==> config.mk <==
export PLATFORM = sky130hd
export DESIGN_NAME = haz_scoreboard
export DESIGN_NICKNAME = d
export VERILOG_FILES = /design/src/rtl/haz_scoreboard.sv
export SDC_FILE = /design/constraint.sdc
export NUM_CORES = 1
export LEC_CHECK = 0
export CORE_MARGIN = 2
export CORE_UTILIZATION = 54
export CTS_CLUSTER_DIAMETER = 30
export CTS_CLUSTER_SIZE = 8
export DETAILED_ROUTE_END_ITERATION = 10
export PLACE_DENSITY_LB_ADDON = 0.2
export SLEW_MARGIN = 5
export SYNTH_ARGS = -nofsm -noshare
export SYNTH_HDL_FRONTEND = slang
export SYNTH_SLANG_ARGS = --single-unit
export TNS_END_PERCENT = 5
==> constraint.sdc <==
create_clock -name CLK -period 4.45 [get_ports CLK]
set_clock_uncertainty 0.15 [all_clocks]
set_input_delay 0.89 -clock CLK [delete_from_list [all_inputs] [get_ports CLK]]
set_output_delay 0.89 -clock CLK [all_outputs]
set_load 0.02 [all_outputs]
==> src/rtl/haz_scoreboard.sv <==
// Decode-stage hazard unit: operand forwarding, load-use/MDU-scoreboard stalls,
// redirect flushes and a saturating stall counter.
module haz_scoreboard #(
  parameter int ADDR_W      = 5,
  parameter int MDU_MAX_OUT = 4,
  parameter int FLUSH_LEN   = 1,
  parameter int CNT_W       = 32
) (
  input  logic              CLK,
  input  logic              RST,
  input  logic [ADDR_W-1:0] D_ADDR1,
  input  logic [ADDR_W-1:0] D_ADDR2,
  input  logic [ADDR_W-1:0] D_WADDR,
  input  logic              D_USES_RS1,
  input  logic              D_USES_RS2,
  input  logic              D_WE,
  input  logic              D_IS_MDU,
  input  logic              D_IS_JUMP,
  input  logic [ADDR_W-1:0] E_WADDR,
  input  logic              E_WE,
  input  logic              E_IS_LOAD,
  input  logic              E_IS_MDU,
  input  logic              BR_TAKEN,
  input  logic [ADDR_W-1:0] M_WADDR,
  input  logic              M_WE,
  input  logic              M_IS_LOAD,
  input  logic [ADDR_W-1:0] W_WADDR,
  input  logic              W_WE,
  input  logic              MDU_DONE,
  input  logic [ADDR_W-1:0] MDU_WADDR,
  output logic              STALL,
  output logic              FLUSH_F,
  output logic              FLUSH_E,
  output logic [2:0]        FWD_RS1,
  output logic [2:0]        FWD_RS2,
  output logic              SB_ERR,
  output logic [CNT_W-1:0]  STALL_CNT
);

  localparam int NREG = 2 ** ADDR_W;
  localparam int OCW  = $clog2(MDU_MAX_OUT + 1);

  typedef enum logic [2:0] {
    FWD_RF     = 3'd0,
    FWD_E_ALU  = 3'd1,
    FWD_M_ALU  = 3'd2,
    FWD_M_LOAD = 3'd3,
    FWD_W      = 3'd4
  } fwd_sel_e;

  logic [NREG-1:0]   sb_q;
  logic [OCW-1:0]    out_cnt_q;
  logic [2:0]        flush_cnt_q;
  logic              sb_err_q;
  logic [CNT_W-1:0]  stall_cnt_q;

  logic [ADDR_W-1:0] src [2];
  logic [1:0]        uses;
  fwd_sel_e          fwd [2];
  logic              load_use, raw, waw, structural;
  logic              stall, jump_go, redirect;
  logic              issue, done_ok, done_bad;

  function automatic logic hit(input logic uses_src, input logic [ADDR_W-1:0] a_src,
                               input logic we, input logic [ADDR_W-1:0] a_dst);
    return uses_src && we && (a_src == a_dst) && (a_src != '0);
  endfunction

  assign src[0] = D_ADDR1;
  assign src[1] = D_ADDR2;
  assign uses   = {D_USES_RS2, D_USES_RS1};

  always_comb begin
    // NOTE: every always_comb target gets a default first so no path can infer a latch.
    load_use = 1'b0;
    raw      = 1'b0;
    for (int n = 0; n < 2; n++) begin
      fwd[n] = FWD_RF;
      if (hit(uses[n], src[n], E_WE, E_WADDR) && !E_IS_LOAD)
        fwd[n] = FWD_E_ALU;
      else if (hit(uses[n], src[n], M_WE, M_WADDR))
        fwd[n] = M_IS_LOAD ? FWD_M_LOAD : FWD_M_ALU;
      else if (hit(uses[n], src[n], W_WE, W_WADDR))
        fwd[n] = FWD_W;
      if (hit(uses[n], src[n], E_WE, E_WADDR) && E_IS_LOAD)
        load_use = 1'b1;
      if (uses[n] && (src[n] != '0) && sb_q[src[n]])
        raw = 1'b1;
    end
  end

  assign waw        = D_WE && (D_WADDR != '0) && sb_q[D_WADDR];
  assign structural = D_IS_MDU && (out_cnt_q == OCW'(MDU_MAX_OUT));
  // A taken branch squashes the decode instruction, so its hazards are moot.
  assign stall      = (load_use || raw || waw || structural) && !BR_TAKEN;
  assign jump_go    = D_IS_JUMP && !stall && !BR_TAKEN;
  assign redirect   = BR_TAKEN || jump_go;

  assign issue    = E_IS_MDU && E_WE && (E_WADDR != '0) && !BR_TAKEN;
  assign done_ok  = MDU_DONE && sb_q[MDU_WADDR] && (out_cnt_q != '0);
  assign done_bad = MDU_DONE && !done_ok;

  assign STALL     = !RST && stall;
  assign FLUSH_E   = !RST && (BR_TAKEN || stall);
  assign FLUSH_F   = !RST && (redirect || (flush_cnt_q != '0));
  assign FWD_RS1   = RST ? FWD_RF : fwd[0];
  assign FWD_RS2   = RST ? FWD_RF : fwd[1];
  assign SB_ERR    = !RST && sb_err_q;
  assign STALL_CNT = RST ? '0 : stall_cnt_q;

  always_ff @(posedge CLK) begin
    if (RST) begin
      // NOTE: the scoreboard is a flop vector, not a RAM, so clearing it on reset is cheap and required.
      sb_q        <= '0;
      out_cnt_q   <= '0;
      flush_cnt_q <= '0;
      sb_err_q    <= 1'b0;
      stall_cnt_q <= '0;
    end else begin
      // NOTE: non-blocking writes resolve last-wins, so an issue to the register
      // completing this same cycle leaves its bit set.
      if (done_ok) sb_q[MDU_WADDR] <= 1'b0;
      if (issue)   sb_q[E_WADDR]   <= 1'b1;

      case ({issue, done_ok})
        2'b10:   out_cnt_q <= out_cnt_q + OCW'(1);
        2'b01:   out_cnt_q <= out_cnt_q - OCW'(1);
        default: out_cnt_q <= out_cnt_q;
      endcase

      if (done_bad) sb_err_q <= 1'b1;

      if (redirect)
        flush_cnt_q <= 3'(FLUSH_LEN - 1);
      else if (flush_cnt_q != '0)
        flush_cnt_q <= flush_cnt_q - 3'd1;

      if (stall && (stall_cnt_q != '1))
        stall_cnt_q <= stall_cnt_q + CNT_W'(1);
    end
  end

endmodule

==> results.md <==
- On the critical path, the stage with the largest delay is an instance of sky130_fd_sc_hd__clkdlybuf4s50_1.
- For the final routed database, the setup TNS stands at 0 ps.
- The final-report max-slew violation count is 0.
- The top fanout value on the critical path is 5.
- The final worst slack is ~67 ps.
- Data on the critical path is required at its endpoint by 3410 ps.
- The post-synthesis instance area is ~5300 sq um.
- Of all flip-flops after synthesis, the portion carrying an async set or reset was 0%.
- Summing over every cut layer, the via total after detailed routing is between 5000 and 6000.
- Pin placement for this block handled roughly 90 I/O pins.
- The most used flip-flop cell after synthesis is sky130_fd_sc_hd__dfxtp_1.
- The floorplan has 36 rows.
- The die width is around 100 um.
- TritonCTS built the clock tree.
- STA classifies the critical path startpoint as an input port.
- For this design, the sink count on the clock tree is 71.
- The remaining number of nets flagged by the antenna check after routing is 0.
- For this configuration, the core starts out at a cell density of around 55%.
- Walking the worst path, the cells encountered are clkdlybuf4s50_1 -> or2_2 -> o41a_1 -> buf_4 -> nand4_1 -> inv_1 -> nor4_1 -> clkdlybuf4s50_1.
- The clock tree root buffer cell is sky130_fd_sc_hd__clkbuf_8.
- A synthesized cell averages between 8 and 9 sq um.
- The total congestion overflow after global routing is 0.
- The count of mapped cells out of synthesis is between 600 and 700.
- Setup repair after global routing could not meet its margin everywhere.
- The initial detailed-routing violation count is about 490.
- The highest ir drop seen on vdd is around 0.00019 V.
- The total DRC errors in the routed layout is 0.
- The floorplan step defined a die boundary enclosing approximately 11000 sq um.
- In this run the number of H-tree levels came out at 3.
- The global-route wire length before repair is between 20000 and 30000 um.
- Yosys printed 0 warnings.
- Synthesis inferred approximately 70 register bits.
- The arrival time at the worst endpoint is 3340 ps.
- The core box area is 9680 sq um.
- The proportion of synthesized chip area in sequential cells is around a quarter.
- The peak per-stage delay on the critical path is roughly 670 ps.
- The insertion delay to the later sink of the worst-skew pair is 360 ps.
- At the end of routability-driven placement, the weighted congestion stood at about 1.1.
- Summed over all cells, the static leakage comes to roughly 2.5 nW.
- The area growth from synthesis to final layout is 28.4%.
- The number of clock buffers inserted by TritonCTS is 9.
- The netlist uses 51 different library cells.
- By instance count, the cell type seen most on the critical path is sky130_fd_sc_hd__clkdlybuf4s50_1.
- The shortest clock period the worst path allows after layout is ~4400 ps.
- The clock edge transition at the registers on the reported setup and hold paths is about 80 ps.
- The number of nets handed over by synthesis was 691.
- The worst setup path is captured at an output pin.
- The largest net degree at the start of global routing is 46.
- On the final layout, the worst hold slack is 319 ps.
- The type of the tightest min-delay check is reg2reg.
- The run finished with clean final reports.
- Setup violations remaining at the end of the flow were counted as 0.
- The worst hold path was traced through 2 stages.
- The number of antenna violations at the first check in global routing was 0.
- The vias per cell is roughly 6.2.
- Summing all non-filler instances in the final layout gives an area of around 6800 sq um.
- The slew at the pin with the worst max-slew slack is roughly 600 ps.
- The reported max-cap violation count is 0.
- The worst slack at placement is -526 ps.
- In the global route stage, overall resource usage came out at roughly a third.
- The average wire per standard cell is between 15 and 20 um.
- The number of diodes added for antenna fixing is 0.
- The number of global-route vias before repair is roughly 5200.
- The number of input and output port buffers inserted is between 90 and 100.
- The number of detailed-route iterations in the first pass is 5.
- Of the available clock period, the critical path in the final layout requires 98.5%.
- The number of buffers on the longest clock path is 2.
- For this block, the routed nets add up to 16700 um of wire.
- The final HPWL from detailed placement is between 10000 and 15000 um.
- The post-placement cell area is between 6000 and 7000 sq um.
- The final-stage net count is 800.
- The power per unit of standard cell area is 209 nW/um^2.
- The final number of hold-violating endpoints is 0.
- The number of synthesized flops with an enable pin is 0.
- Measured against its own limit, the worst slew margin works out to about three fifths.
- The share of layout cells above drive strength 1 is approximately 17%.
- The category of the most critical setup path is in2out.
- The depth of the worst register-to-register path is 9.
- From bottom edge to top edge, the die measures 103 um.
- The highest attainable clock frequency is 228 MHz.
## sequential cells by signal (all words and copies together) (netlist names)
| signal | cells |
|---|---|
| sb_q | 32 |
| sb_err_q | 1 |
| stall_cnt_q | 32 |
| out_cnt_q | 3 |
| flush_cnt_q | 3 |
## power breakdown
part	switching (mW)	total [mW]	internal (mW)	leakage, nW
logic	0.140	0.270	0.131	1.83
registers	0.00448	0.643	0.639	0.572
clock network	0.245	0.517	0.272	0.100
total	0.390	1.43	1.04	2.50
## per-stage QoR
| stage | power (mW) | std cells | util, % |
|---|---|---|---|
| after global routing | 1.48 | 883 | 70.7 |
| final | 1.43 | 883 | 70.7 |
| after detailed placement | 0.920 | 865 | 68.2 |
| after floorplan | 0.803 | 636 | - |
| after CTS | 1.43 | 881 | 70.3 |
| after global placement | 0.913 | 865 | 68.2 |
## layout make-up
class	instances	area, sq um
tap	133	166
inverter	9	33.8
clock inverter	4	45.0
fill	796	2840
clock buffer	12	145
sequential	71	1420
multi-input combinational	510	3710
timing repair buffer	144	1330
## kinds of logic after synthesis
group           count (synthesis)  share of synthesized area [%]
fa+ha+maj                       5                           1.31
compound gates                 93                           10.0
simple gates                  304                           31.8
flops                          71                           26.7
mux                            75                           20.2
buf+inv                        55                           4.58
xor+xnor                       33                           5.42
## cells in the mapped netlist, drive strengths merged (3+ instances only)
cell | instances | share of area [%]
nand3b | 10 | 1.4
nor2b | 66 | 7.7
a22oi | 5 | 0.70
xor2 | 18 | 3.0
nor4 | 19 | 2.2
nand3 | 25 | 2.3
or2 | 3 | 0.35
nand2b | 6 | 0.70
or4 | 6 | 0.84
clkbuf | 33 | 2.3
and4 | 4 | 0.66
nor4b | 6 | 0.99
mux2 | 32 | 6.8
and3 | 6 | 0.70
inv | 9 | 0.63
buf | 13 | 1.6
xnor2 | 15 | 2.5
and3b | 3 | 0.49
a32oi | 3 | 0.49
dfxtp | 71 | 27
nand4 | 14 | 1.6
a211oi | 4 | 0.56
o41ai | 3 | 0.49
a21oi | 9 | 0.84
nor3 | 24 | 2.3
nand2 | 31 | 2.2
ha | 4 | 0.94
o21ai | 61 | 5.7
or3 | 7 | 0.82
nor2 | 60 | 4.2
mux2i | 20 | 3.8
mux4 | 23 | 9.7
nand4b | 3 | 0.49
and2 | 3 | 0.35
## worst max-delay path, delay by kind of cell
kind | cells | cell delay [ps]
AOI/OAI and AO/OA | 1 | 330
buffers and inverters | 4 | 1380
and+or+nand+nor | 3 | 720
## cell usage in the layout, fill, tap and decap left out, drive strengths merged, types with 3 or more instances in the layout
cell and instances:
clkinv 3, nor4b 6, or3 7, a22oi 5
mux2i 20, nand3b 10, and2 3, o21ai 61
inv 9, mux4 23, ha 4, nor3 24
clkbuf 12, clkdlybuf4s50 83, nand2b 6, a32oi 3
and4 4, o41ai 3, a21oi 9, nor2 60
xnor2 15, nand3 25, nor2b 66, nand4 14
dfxtp 71, or2 3, buf 55, or4 6
nand4b 3, and3b 3, nor4 19, nand2 31
a211oi 4, and3 6, xor2 18, mux2 32
## routing by layer
metal,global-route usage (%),wire [um],vias up
met5,0,0,-
met4,16.6,737,0
met3,4.03,1220,65
met2,54.9,8190,263
met1,38.7,6570,2559
li1,-,-,2551
## path summary, 6_finish.rpt
| check | startpoint | end | slack [ps] |
|---|---|---|---|
| worst max register to register | sb_q[18] | stall_cnt_q[6] | 1430 |
| worst min register to register | sb_err_q | sb_err_q | 320 |
| worst min-delay path | sb_err_q | sb_err_q | 320 |
| worst max-delay path | D_ADDR1[3] | FWD_RS1[2] | 70 |
## what timing repair did
action	CTS	global route
hold endpoints to repair	0	0
pin swaps	1	4
hold buffers	0	0
setup buffers	0	2
resized for setup	15	9
setup endpoints to repair	5	5
(Power assumes the default switching activity.)
==> RTL edit 1: new RTL, same flow settings <==
Put a register stage on the output `SB_ERR`, with the module's reset. The value now appears one clock later. The other outputs are not delayed to match.
--- a/src/rtl/haz_scoreboard.sv
+++ b/src/rtl/haz_scoreboard.sv
@@ -105,7 +105,13 @@
   assign FLUSH_F   = !RST && (redirect || (flush_cnt_q != '0));
   assign FWD_RS1   = RST ? FWD_RF : fwd[0];
   assign FWD_RS2   = RST ? FWD_RF : fwd[1];
-  assign SB_ERR    = !RST && sb_err_q;
+  always_ff @(posedge CLK) begin
+    if (RST) begin
+      SB_ERR <= '0;
+    end else begin
+      SB_ERR <= !RST && sb_err_q;
+    end
+  end
   assign STALL_CNT = RST ? '0 : stall_cnt_q;
 
   always_ff @(posedge CLK) begin
Function: changed (Yosys sat finds a counterexample within 4 cycles, from zero or initial values and one cycle with RST high).
==> RTL edit 1 against the unedited design <==
- sequential cell count is 1 higher
- wire length is 1.6% lower
- final cell count is 0.68% lower
- synthesized area is 1.8% higher
- fmax is 0.91% higher
- sequential power is 1% higher
- synthesized cell count is 0.16% lower
- design area is 0.29% higher
- total power is 4.7% higher
- setup slack better by 0.039 ns
- critical endpoint unchanged
- largest cell class unchanged
- largest power group unchanged
==> RTL edit 1: results (changes against the unedited design) <==
grt_max_degree: 54  # +17%
synth_flop_cell: "dfxtp_1"
wirelength_um: 16500  # -1.6%
yosysSeqAreaShare_pct: 26.5  # -0.10 points
routabilityCongestion: 0.915  # -14%
status: "finished, final reports clean"
cp_top_family: "buffers and inverters"
nets: 794  # -0.75%
cp.arrival_ns: 3.30  # -0.04 ns
cts_buffers: 9  # unchanged
via_per_inst: 6.21  # +0.81%
fin_cells: 877  # -0.68%
clkPwrFrac_pct: 39.4  # +3.2 points
synth.avg_cell_area_sq_um: 8.55  # +2.0%
first_global_vias: 5335  # +3.0%
ff2ff_setup_slack_ns: 1.40  # -0.03 ns
ys_top_cells_by_area: "dfxtp_1, mux4_2, nor2b_1, nand2_1, nor2_1"
synth.distinct_cells: 70  # +37%
cp_max_fo: 3  # -2
startpoint: "D_ADDR1[1]"
syn-num-nets: 690  # -0.14%
regToRegStartpoint: "sb_q[7]"
intPower_w: 0.00109  # +4.7%
hpwlAfterDp_um: 12300  # -0.70%
grt_pass1_wl_um: 27200  # +4.0%
path_clk_slew_ns: 0.09
track_usage_pct: 30.7  # -1.1 points
dp_cells: 861  # -0.46%
max_stage_delay_ns: 0.65  # -0.02 ns
ys_top_cells_by_count: "dfxtp_1, nand2_1, nor2_1, nor2b_1, o21ai_0"
max_slew.worst_pin.slew_ns: 0.890  # +0.288 ns
comb-power_w: 0.000256  # -5%
drt-initial-drc-count: 519  # +6.1%
power.leakage_nw: 2.51  # +0.18%
RTL edit 1: stage by stage:
stage | area, sq um | hold slack (ns) | worst slack (ns)
6_report | 6870 | 0.328 | 0.106
5_1_grt | 6870 | 0.363 | -0.0109
4_1_cts | 6870 | 0.335 | -0.00783
3_5_place_dp | 6640 | 0.309 | -0.358
3_3_place_gp | 6640 | 0.297 | -0.326
2_1_floorplan | 5430 | 0.279 | 0.501
RTL edit 1: cells by family after synthesis:
group / count (synthesis) / share of synthesized area [%]
compound gates: 115 / 13.9
fa+ha+maj: 5 / 1.29
mux: 70 / 19.5
flops: 72 / 26.5
xor+xnor: 33 / 5.32
simple gates: 283 / 28.2
buf+inv: 57 / 5.23
RTL edit 1: metal layers:
metal | vias up | track usage [%] | share of wire, %
met5 | - | 0 | 0
met4 | 0 | 10.9 | 2.4
met3 | 39 | 6.33 | 8.2
met2 | 256 | 50.5 | 47
met1 | 2618 | 40.0 | 43
li1 | 2532 | - | -
RTL edit 1: timing repair:
action                                  CTS  global route
hold endpoints to repair                  0             0
hold buffers                              0             0
resized for setup                         6             9
endpoints found under the setup margin    3             6
pin swaps                                 0             1
RTL edit 1: cell type report:
| cell class | instances | area [sq um] |
|---|---|---|
| Multi-Input combinational cell | 506 | 3710 |
| Fill cell | 774 | 2910 |
| Sequential cell | 72 | 1440 |
| Timing Repair Buffer | 135 | 1260 |
| Tap cell | 133 | 166 |
| Clock buffer | 9 | 124 |
| Clock inverter | 7 | 103 |
| Inverter | 15 | 56.3 |
RTL edit 1: how the worst max path moves through the flow:
stage	cells after the start	endpoint
floorplan	8	FLUSH_F
global placement	10	FLUSH_F
detailed placement	9	FLUSH_F
CTS	10	STALL
global route	10	FWD_RS2[0]
finish	8	FWD_RS1[2]
==> RTL edit 2: new RTL, config.mk and constraints unchanged <==
Without the edit above. `CNT_W`: 32 -> 16.
--- a/src/rtl/haz_scoreboard.sv
+++ b/src/rtl/haz_scoreboard.sv
@@ -4,7 +4,7 @@
   parameter int ADDR_W      = 5,
   parameter int MDU_MAX_OUT = 4,
   parameter int FLUSH_LEN   = 1,
-  parameter int CNT_W       = 32
+  parameter int CNT_W       = 16
 ) (
   input  logic              CLK,
   input  logic              RST,
Ports: changed (resized STALL_CNT); port bits go from 92 to 76. No check against the original RTL was run, so the function may have changed too.
==> RTL edit 2 against the unedited design <==
- synthesized area down 19%
- critical path depth up 2
- total power down 29%
- sequential share of layout area down 0.71 points
- final cell count down 23%
- global-route usage down 2.3 points
- sequential cell count down 16
- combinational power down 16%
- non-clock buffer count down 23
- wire length down 24%
- setup slack better by 0.052 ns
- design area down 20%
==> RTL edit 2: results (changes against the unedited design) <==
synthAdderAreaFrac_pct: 1.62  # +0.31 points
cts-root-buf: "clkbuf_8"
routabilityCongestion: 0.983  # -7.3%
synth-compound-area-share_pct: 12.6  # +2.6 points
status: "finished, final reports clean"
pre_cts_slack_ns: -0.458  # +0.0678 ns
cp_max_fo: 4  # -1
hold_path.class: "reg2reg"
cts_buffer_depth: 2  # unchanged
hpwlAfterDp_um: 9720  # -22%
path_clk_slew_ns: 0.10  # +0.02 ns
use_met2_pct: 49.7  # -5.2 points
ys_top_cells_by_count: "dfxtp_1, nor2_1, nand2_1, mux4_2, nor2b_1"
grt_pass1_wl_um: 20400  # -22%
largestRegisters: "sb_q x32, stall_cnt_q x16"
met1_usage_pct: 38.4  # -0.29 points
first_global_vias: 4187  # -19%
antenna_found_initial: 0  # unchanged
via_per_inst: 6.28  # +2.0%
syn-num-nets: 543  # -21%
cp.arrival_ns: 3.29  # -0.05 ns
yosysWarnings: 0  # unchanged
htreeDepth: 2  # -1
ir_drop_mv: 0.173  # -11%
yosys.area_share.xor_xnor_pct: 6.68  # +1.3 points
max_slew_margin_pct: 38.6  # -21 points
placed_cell_area_sq_um: 5390  # -18%
yosysSeqAreaShare_pct: 25.5  # -1.2 points
wl_per_cell_um: 18.6  # -1.9%
grt.met3_usage_pct: 4.92  # +0.88 points
grt_max_degree: 47  # +2.2%
power.leakage_nw: 1.97  # -21%
drive_above_1_share_pct: 19.8  # +2.6 points
track_usage_pct: 29.5  # -2.3 points
port_buffers: 75  # -18%
synthMuxAreaShare_pct: 21.9  # +1.7 points
synth.distinct_cells: 58  # +14%
drt-initial-drc-count: 402  # -18%
nets: 636  # -21%
async_flop_share_pct: 0  # unchanged
drtPass1Iterations: 5  # unchanged
n_antenna_cell: 0  # unchanged
worst_skew_pair.late_latency_ns: 0.31  # -0.05 ns
cts_buffers: 5  # -4
ys_top_cells_by_area: "dfxtp_1, mux4_2, nor2_1, nand2_1, a22oi_1"
[RTL edit 2: cell types whose count changed in the layout (fill, tap and decap cells not counted), moves of 8 or more]
cell | unedited run | this run
o21ai_0 | 57 | 11
nor2b_1 | 66 | 26
clkdlybuf4s50_1 | 83 | 62
a22oi_1 | 5 | 22
dfxtp_1 | 71 | 55
mux2i_1 | 20 | 4
nand3_1 | 25 | 9
mux2_2 | 24 | 9
nand2_1 | 31 | 46
nor3_1 | 24 | 11
nor2_1 | 60 | 51
buf_4 | 52 | 44
[RTL edit 2: kinds of logic after synthesis]
logic type                 after synthesis
adders and majority gates                5
and+or+nand+nor                        218
DFF                                     55
muxes                                   51
xor gates and xnor gates                33
buffers and inverters                   48
AOI/OAI and AO/OA                       78
[RTL edit 2: final timing paths]
check,start,endpoint,slack [ns],depth (start not counted)
setup / recovery,D_WADDR[1],FLUSH_E,0.12,10
hold / removal,sb_err_q,sb_err_q,0.33,2
setup reg to reg,sb_q[29],stall_cnt_q[1],1.47,8
hold reg to reg,sb_err_q,sb_err_q,0.33,2
[RTL edit 2: timing repair]
item,CTS,global route
endpoints found under the hold margin,0,0
endpoints found under the setup margin,8,4
buffers inserted,0,2
pin swaps,0,4
gates resized for setup,19,12
cloned,0,0
[RTL edit 2: routing by layer]
metal	part of all wire, %	up-vias
met5	0	-
met4	2.4	0
met3	9.5	35
met2	48	234
met1	40	2028
li1	-	1998
[RTL edit 2: metrics by stage]
| step | util (%) | power, W | hold slack, ns | instances |
|---|---|---|---|---|
| 5_1_grt | 71.1 | 0.00104 | 0.354 | 684 |
| 4_1_cts | 70.6 | 0.00101 | 0.335 | 682 |
| 2_1_floorplan | - | 0.000627 | 0.279 | 488 |
| 3_3_place_gp | 69.7 | 0.000727 | 0.296 | 674 |
| 3_5_place_dp | 69.7 | 0.000731 | 0.311 | 674 |
| 6_report | 71.1 | 0.00101 | 0.329 | 684 |
[RTL edit 2: critical path: stages]
cell             delay [ns]
clkdlybuf4s50_1        0.49
buf_4                  0.15
mux4_2                 0.51
nand3b_1               0.11
o2111ai_1              0.11
a32o_2                 0.27
nor4_4                 0.31
buf_4                  0.18
a21oi_1                0.06
buf_4                  0.19
[RTL edit 2: final cells by class]
| class | count | area, sq um |
|---|---|---|
| sequential | 55 | 1100 |
| inverter | 13 | 48.8 |
| fill | 613 | 2230 |
| timing repair buffer | 121 | 1100 |
| clock inverter | 3 | 20.0 |
| clock buffer | 5 | 68.8 |
| tap | 102 | 128 |
| multi-input combinational | 385 | 3020 |
[RTL edit 2: power by group]
part | switching, W | internal [W] | total, W
clock network | 0.000174 | 0.000110 | 0.000285
logic | 0.000112 | 0.000113 | 0.000226
registers | 0.00000374 | 0.000495 | 0.000499
